### config.mk
export PLATFORM = sky130hd
export DESIGN_NAME = demux_1to8_32bits_reg
export DESIGN_NICKNAME = d
export VERILOG_FILES = /design/src/rtl/demux_1to8_32bits_reg_pkg.sv /design/src/rtl/demux_1to8_32bits_reg_decoder_3to8.sv /design/src/rtl/demux_1to8_32bits_reg.sv
export SDC_FILE = /design/constraint.sdc
export NUM_CORES = 1
export LEC_CHECK = 0
export BUFFER_PORTS_ARGS = -buffer_cell sky130_fd_sc_hd__buf_2
export CORE_MARGIN = 4
export CORE_UTILIZATION = 45
export DETAILED_ROUTE_END_ITERATION = 10
export HOLD_SLACK_MARGIN = 0.03
export PLACE_DENSITY_LB_ADDON = 0.2
export SKIP_CTS_REPAIR_TIMING = 1
export SLEW_MARGIN = 0
export SYNTH_ARGS = -nofsm -noshare
export SYNTH_HDL_FRONTEND = slang
export SYNTH_SLANG_ARGS = --single-unit
### constraint.sdc
create_clock -name clk -period 3.2 [get_ports clk]
set_clock_uncertainty 0.2 [all_clocks]
set_input_delay 0.32 -clock clk [delete_from_list [all_inputs] [get_ports clk]]
set_output_delay 0.32 -clock clk [all_outputs]
set_load 0.05 [all_outputs]
### src/rtl/demux_1to8_32bits_reg_pkg.sv
// ---------------------------------------------------------------------------
// demux_1to8_32bits_reg_pkg
// Shared constants for the registered 1-to-8 32-bit distributor.
//   - FSM state encoding (ST_IDLE / ST_BURST / ST_DONE)
//   - index width SEL_W, register count N_OUT, data width WIDTH
//   - next_idx(): wrap-around increment used by the burst walker
// ---------------------------------------------------------------------------
package demux_1to8_32bits_reg_pkg;

  localparam int SEL_W = 3;
  localparam int N_OUT = 8;
  localparam int WIDTH = 32;

  localparam logic [1:0] ST_IDLE  = 2'd0;
  localparam logic [1:0] ST_BURST = 2'd1;
  localparam logic [1:0] ST_DONE  = 2'd2;

  // Index increment; the 3-bit width makes 7 -> 0 wrap naturally.
  function automatic logic [SEL_W-1:0] next_idx(input logic [SEL_W-1:0] idx);
    return idx + {{(SEL_W-1){1'b0}}, 1'b1};
  endfunction

endpackage

### src/rtl/demux_1to8_32bits_reg_decoder_3to8.sv
// ---------------------------------------------------------------------------
// decoder_3to8
// Maps a 3-bit index plus an enable to a one-hot 8-bit write enable.
// Ports:
//   i_idx    in   3  target register index
//   i_en     in   1  write enable; all outputs low when 0
//   o_onehot out  8  one-hot per-register write enable
// ---------------------------------------------------------------------------
module decoder_3to8
  import demux_1to8_32bits_reg_pkg::*;
(
  input  logic [SEL_W-1:0] i_idx,
  input  logic             i_en,
  output logic [N_OUT-1:0] o_onehot
);

  always_comb begin
    o_onehot = '0;
    if (i_en) begin
      o_onehot[i_idx] = 1'b1;
    end
  end

endmodule

### src/rtl/demux_1to8_32bits_reg.sv
// ---------------------------------------------------------------------------
// demux_1to8_32bits_reg
// Registered 1-to-8 32-bit distributor. Steers I into one of eight held
// output registers, either as a single write addressed by Select (IDLE) or
// as a burst walking the targets from Select with wrap-around.
//
// state    | meaning
// ---------+-----------------------------------------------------------
// ST_IDLE  | accepts single Write or Burst_Start (Burst_Start wins)
// ST_BURST | Ready high; each Valid cycle writes O[idx], idx advances
// ST_DONE  | one-cycle Done pulse, no writes, returns to IDLE
//
// Ports:
//   clk          in   1   clock, rising edge
//   reset        in   1   synchronous active-low reset
//   I            in   32  input data word
//   Select       in   3   single-write target / burst start index
//   Write        in   1   single-write strobe (IDLE only)
//   Clear        in   1   synchronous clear of outputs and Written, aborts burst
//   Burst_Start  in   1   start a burst (IDLE only)
//   Burst_Len    in   3   burst length minus one
//   Valid        in   1   burst data valid
//   Ready        out  1   high in BURST
//   Busy         out  1   high in BURST and DONE
//   Done         out  1   high in DONE
//   O0..O7       out  32  held output registers
//   Written      out  8   per-register written-since-clear flags
// ---------------------------------------------------------------------------
module demux_1to8_32bits_reg
  import demux_1to8_32bits_reg_pkg::*;
(
  input  logic             clk,
  input  logic             reset,
  input  logic [WIDTH-1:0] I,
  input  logic [SEL_W-1:0] Select,
  input  logic             Write,
  input  logic             Clear,
  input  logic             Burst_Start,
  input  logic [SEL_W-1:0] Burst_Len,
  input  logic             Valid,
  output logic             Ready,
  output logic             Busy,
  output logic             Done,
  output logic [WIDTH-1:0] O0,
  output logic [WIDTH-1:0] O1,
  output logic [WIDTH-1:0] O2,
  output logic [WIDTH-1:0] O3,
  output logic [WIDTH-1:0] O4,
  output logic [WIDTH-1:0] O5,
  output logic [WIDTH-1:0] O6,
  output logic [WIDTH-1:0] O7,
  output logic [N_OUT-1:0] Written
);

  logic [1:0]       r_state;
  logic [SEL_W-1:0] r_idx;
  logic [SEL_W-1:0] r_remaining;
  logic [WIDTH-1:0] r_data [N_OUT];
  logic [N_OUT-1:0] r_written;

  logic             w_in_idle;
  logic             w_in_burst;
  logic             w_single;
  logic             w_xfer;
  logic             w_wr_en;
  logic [SEL_W-1:0] w_wr_idx;
  logic [N_OUT-1:0] w_we;

  assign w_in_idle  = (r_state == ST_IDLE);
  assign w_in_burst = (r_state == ST_BURST);

  // Burst_Start in the same cycle drops the single write.
  assign w_single = w_in_idle && Write && !Burst_Start;
  assign w_xfer   = w_in_burst && Valid;

  // Clear outranks every write, so it gates the decoder enable directly.
  assign w_wr_en  = (w_single || w_xfer) && !Clear;
  assign w_wr_idx = w_xfer ? r_idx : Select;

  decoder_3to8 u_dec (
    .i_idx    (w_wr_idx),
    .i_en     (w_wr_en),
    .o_onehot (w_we)
  );

  // Data registers with per-register enable.
  always_ff @(posedge clk) begin
    if (!reset) begin
      for (int k = 0; k < N_OUT; k++) begin
        r_data[k] <= '0;
      end
      r_written <= '0;
    end else if (Clear) begin
      for (int k = 0; k < N_OUT; k++) begin
        r_data[k] <= '0;
      end
      r_written <= '0;
    end else begin
      for (int k = 0; k < N_OUT; k++) begin
        if (w_we[k]) begin
          r_data[k] <= I;
        end
      end
      r_written <= r_written | w_we;
    end
  end

  // Burst sequencer.
  always_ff @(posedge clk) begin
    if (!reset) begin
      r_state     <= ST_IDLE;
      r_idx       <= '0;
      r_remaining <= '0;
    end else if (Clear) begin
      // Abort without passing through DONE, so no Done pulse.
      r_state     <= ST_IDLE;
      r_idx       <= '0;
      r_remaining <= '0;
    end else begin
      case (r_state)
        ST_IDLE: begin
          if (Burst_Start) begin
            r_idx       <= Select;
            r_remaining <= Burst_Len;
            r_state     <= ST_BURST;
          end
        end
        ST_BURST: begin
          if (Valid) begin
            r_idx <= next_idx(r_idx);
            if (r_remaining == '0) begin
              r_state <= ST_DONE;
            end else begin
              r_remaining <= r_remaining - {{(SEL_W-1){1'b0}}, 1'b1};
            end
          end
        end
        ST_DONE: begin
          r_state <= ST_IDLE;
        end
        default: begin
          r_state <= ST_IDLE;
        end
      endcase
    end
  end

  // Status outputs decode the state register only; no input reaches them
  // combinationally.
  assign Ready = w_in_burst;
  assign Busy  = w_in_burst || (r_state == ST_DONE);
  assign Done  = (r_state == ST_DONE);

  assign O0 = r_data[0];
  assign O1 = r_data[1];
  assign O2 = r_data[2];
  assign O3 = r_data[3];
  assign O4 = r_data[4];
  assign O5 = r_data[5];
  assign O6 = r_data[6];
  assign O7 = r_data[7];

  assign Written = r_written;

endmodule

==> metrics.md <==
| Metric | Value |
|---|---|
| Maxcap violations | `0` |
| I/O Buffers | `310` |
| Data required time of the worst path | `3220 ps` |
| Vias/cell | `5.09` |
| EDFF count, synth | `224` |
| Number of global-route vias before repair | `6998` |
| Core Rows | `54` |
| Nets@finish | `1117` |
| Post-Syn Nets | `786` |
| CTS tree | `yes` |
| Leak | `5.76 nW` |
| Setup ws final | `569 ps` |
| Minimum clock period | `2630 ps` |
| Hold WS | `17.9 ps` |
| Largest net degree at the start of global routing | `34` |
| Number of buffers created by CTS | `28` |
| Layout Cells excl Fill | `1367` |
| CP Max Fanout | `23` |
| Final Util | `0.591` |
| Grt total ovfl | `0` |
| Share of cells above drive strength 1 | `0.361` |
| Core area | `0.0218 mm²` |
| GRT busiest layer | `met2` |
| Die X | `157 µm` |
| Main synth FF type | `edfxtp_1` |
| Final WL | `28.2 mm` |
| DP Worst Slack | `575 ps` |
| Crit path DAT | `2650 ps` |
| Clock Latency Late Sink | `530 ps` |
| Detailed-route DRC error count | `0` |
| Clock Path Buffers | `3` |
| Worst-margin pin slew | `688 ps` |
| Dpl hpwl | `19.4 mm` |
| Seq cells post-synth | `272` |
| Setup Viol. Count Final | `0` |
| P&R area growth vs syn | `29.3%` |
| Final period util | `0.822` |
| Async SR Flop Fraction | `0` |
| Run status | `complete, no violations` |
| Die height | `157 µm` |
| Antenna diodes | `0` |
| Syn Std Cell Area | `0.00995 mm²` |
| Filler cell count | `1815` |
| Placed Area | `0.0120 mm²` |
| Met3 Use GR | `0.0451` |
| Critical path class | `reg2reg` |
| Hold crit path type | `in2reg` |
| Avg Synthesized Cell Area | `13.6 µm²` |
| 1st-pass router iterations | `4` |
| Met2 Usage GRT | `0.379` |
| 1st-iter DRT viols | `482` |
| RSZ-0062 raised after global routing | `false` |
| Fmax achieved | `380 MHz` |
| Root buffer cell | `clkbuf_16` |
| Post-synthesis sequential area ratio | `0.773` |
| Vias | `6964` |
| Antenna violations before repair | `0` |
| Clock Pin Slew Worst Setup and Hold Paths | `60 ps` |
| Multi-input gate area | `0.00209 mm²` |
| H-tree Lvls | `1` |
| M1 GR Usage | `0.286` |
| First-pass GRT wire length | `42.1 mm` |
| Mapped Cells | `734` |
| IO Count | `311` |
| Final TNS setup | `0 ps` |
| Synth cell types | `37` |
| Avg WL per Cell | `20.6 µm` |
| Post-route ant nets | `0` |
| Final Hold Fails | `0` |
| Slew HR | `0.541` |
| Total power | `8.16 mW` |
| GRT Util Overall | `0.224` |
| Highest ir drop seen on vdd | `0.435 mV` |
| Clock sinks | `272` |
| Pwr Density | `634 mW/mm²` |
| Starting Density | `0.457` |
| Post-Place Cells | `1313` |
| Critical Path End Type | `register` |
| Pins Over Slew Limit | `0` |
| Crit path launch type | `register` |
| Register area | `0.00769 mm²` |
| Finished Cell Area | `0.0129 mm²` |
| Die ar. | `0.0246 mm²` |
| Placer Congestion | `0.794` |
| Synthesis Warnings | `0` |
[layer usage]
metal | vias to the layer above | wire length (µm) | part of all wire
li1 | 3187 | - | -
met1 | 3368 | 10700 | 0.38
met2 | 351 | 14000 | 0.50
met3 | 58 | 2470 | 0.087
met4 | 0 | 1100 | 0.039
met5 | - | 0 | 0
[layout by cell type (no fill, tap or decap), types with 2 or more instances in the layout]
cell type and n:
buf_2 310, edfxtp_1 224, clkbuf_1 14, bufinv_16 2, dfxtp_1 48, dlygate4sd3_1 2, clkinv_1 3, nand2b_1 2
nand3b_1 2, buf_12 6, nand2_2 12, o21ai_0 7, buf_4 19, inv_1 9, nor2_1 234, nor2b_1 6
clkinv_2 2, a21oi_1 13, nand2_1 71, and2_1 2, nand3_2 3, ha_1 8, mux2i_1 36, clkbuf_16 29
o22ai_1 2, a21o_1 2
[cell type report]
| cell class | instances | share of cell area |
|---|---|---|
| Multi-Input combinational cell | 417 | 0.162 |
| Timing Repair Buffer | 337 | 0.143 |
| Inverter | 9 | 0.00263 |
| Tap cell | 280 | 0.0272 |
| Clock buffer | 43 | 0.0605 |
| Sequential cell | 272 | 0.597 |
| Clock inverter | 9 | 0.00758 |
[cells by family after synthesis]
kind of cell / synth area share
AO/OA/AOI/OAI: 0.0231
adder cells (fa/ha/maj): 0.0101
buffers and inverters: 0.0219
flip-flops: 0.773
multiplexers: 0.0362
AND/OR/NAND/NOR: 0.136
[power breakdown]
part	internal [mW]	switching, mW
Clock	1.83	1.28
Sequential	3.97	0.0508
Combinational	0.194	0.830
Total	6.00	2.16
[synthesized netlist by cell type (all sizes together), types with 2 or more instances]
library cell / number / area [µm²]
nor2: 234 / 878
edfxtp: 224 / 6730
nand2: 83 / 317
dfxtp: 48 / 961
mux2i: 36 / 360
buf: 26 / 146
a21oi: 13 / 65.1
clkbuf: 10 / 37.5
inv: 9 / 33.8
o21ai: 9 / 48.8
ha: 8 / 100
nor2b: 7 / 43.8
nand3: 4 / 25.0
o22ai: 3 / 25.0
a21o: 2 / 15.0
and2: 2 / 12.5
nand2b: 2 / 12.5
nand3b: 2 / 15.0
[final timing paths]
path	cells after the start	to	from	slack [ps]
worst max-delay path	8	r_data[0][46]	r_state[1]	570
worst min-delay path	4	r_remaining[2]	Burst_Len[2]	20
worst max register to register	8	r_data[0][46]	r_state[1]	570
worst min register to register	2	Written[7]	Written[7]	240
[sequential cells by signal, indices dropped and copies added, names as in the netlist]
name,flops
r_remaining,3
Written,8
r_idx,3
r_data,256
r_state,2
[worst max-delay path: stages, from the launching register on]
cell     delay, ps
dfxtp_1        350
inv_1           90
ha_1           300
buf_4          240
a211o_1        300
o32ai_4        160
nand2_2        110
nand2_2        300
buf_12         240
Power figures use the tool's default switching activity.
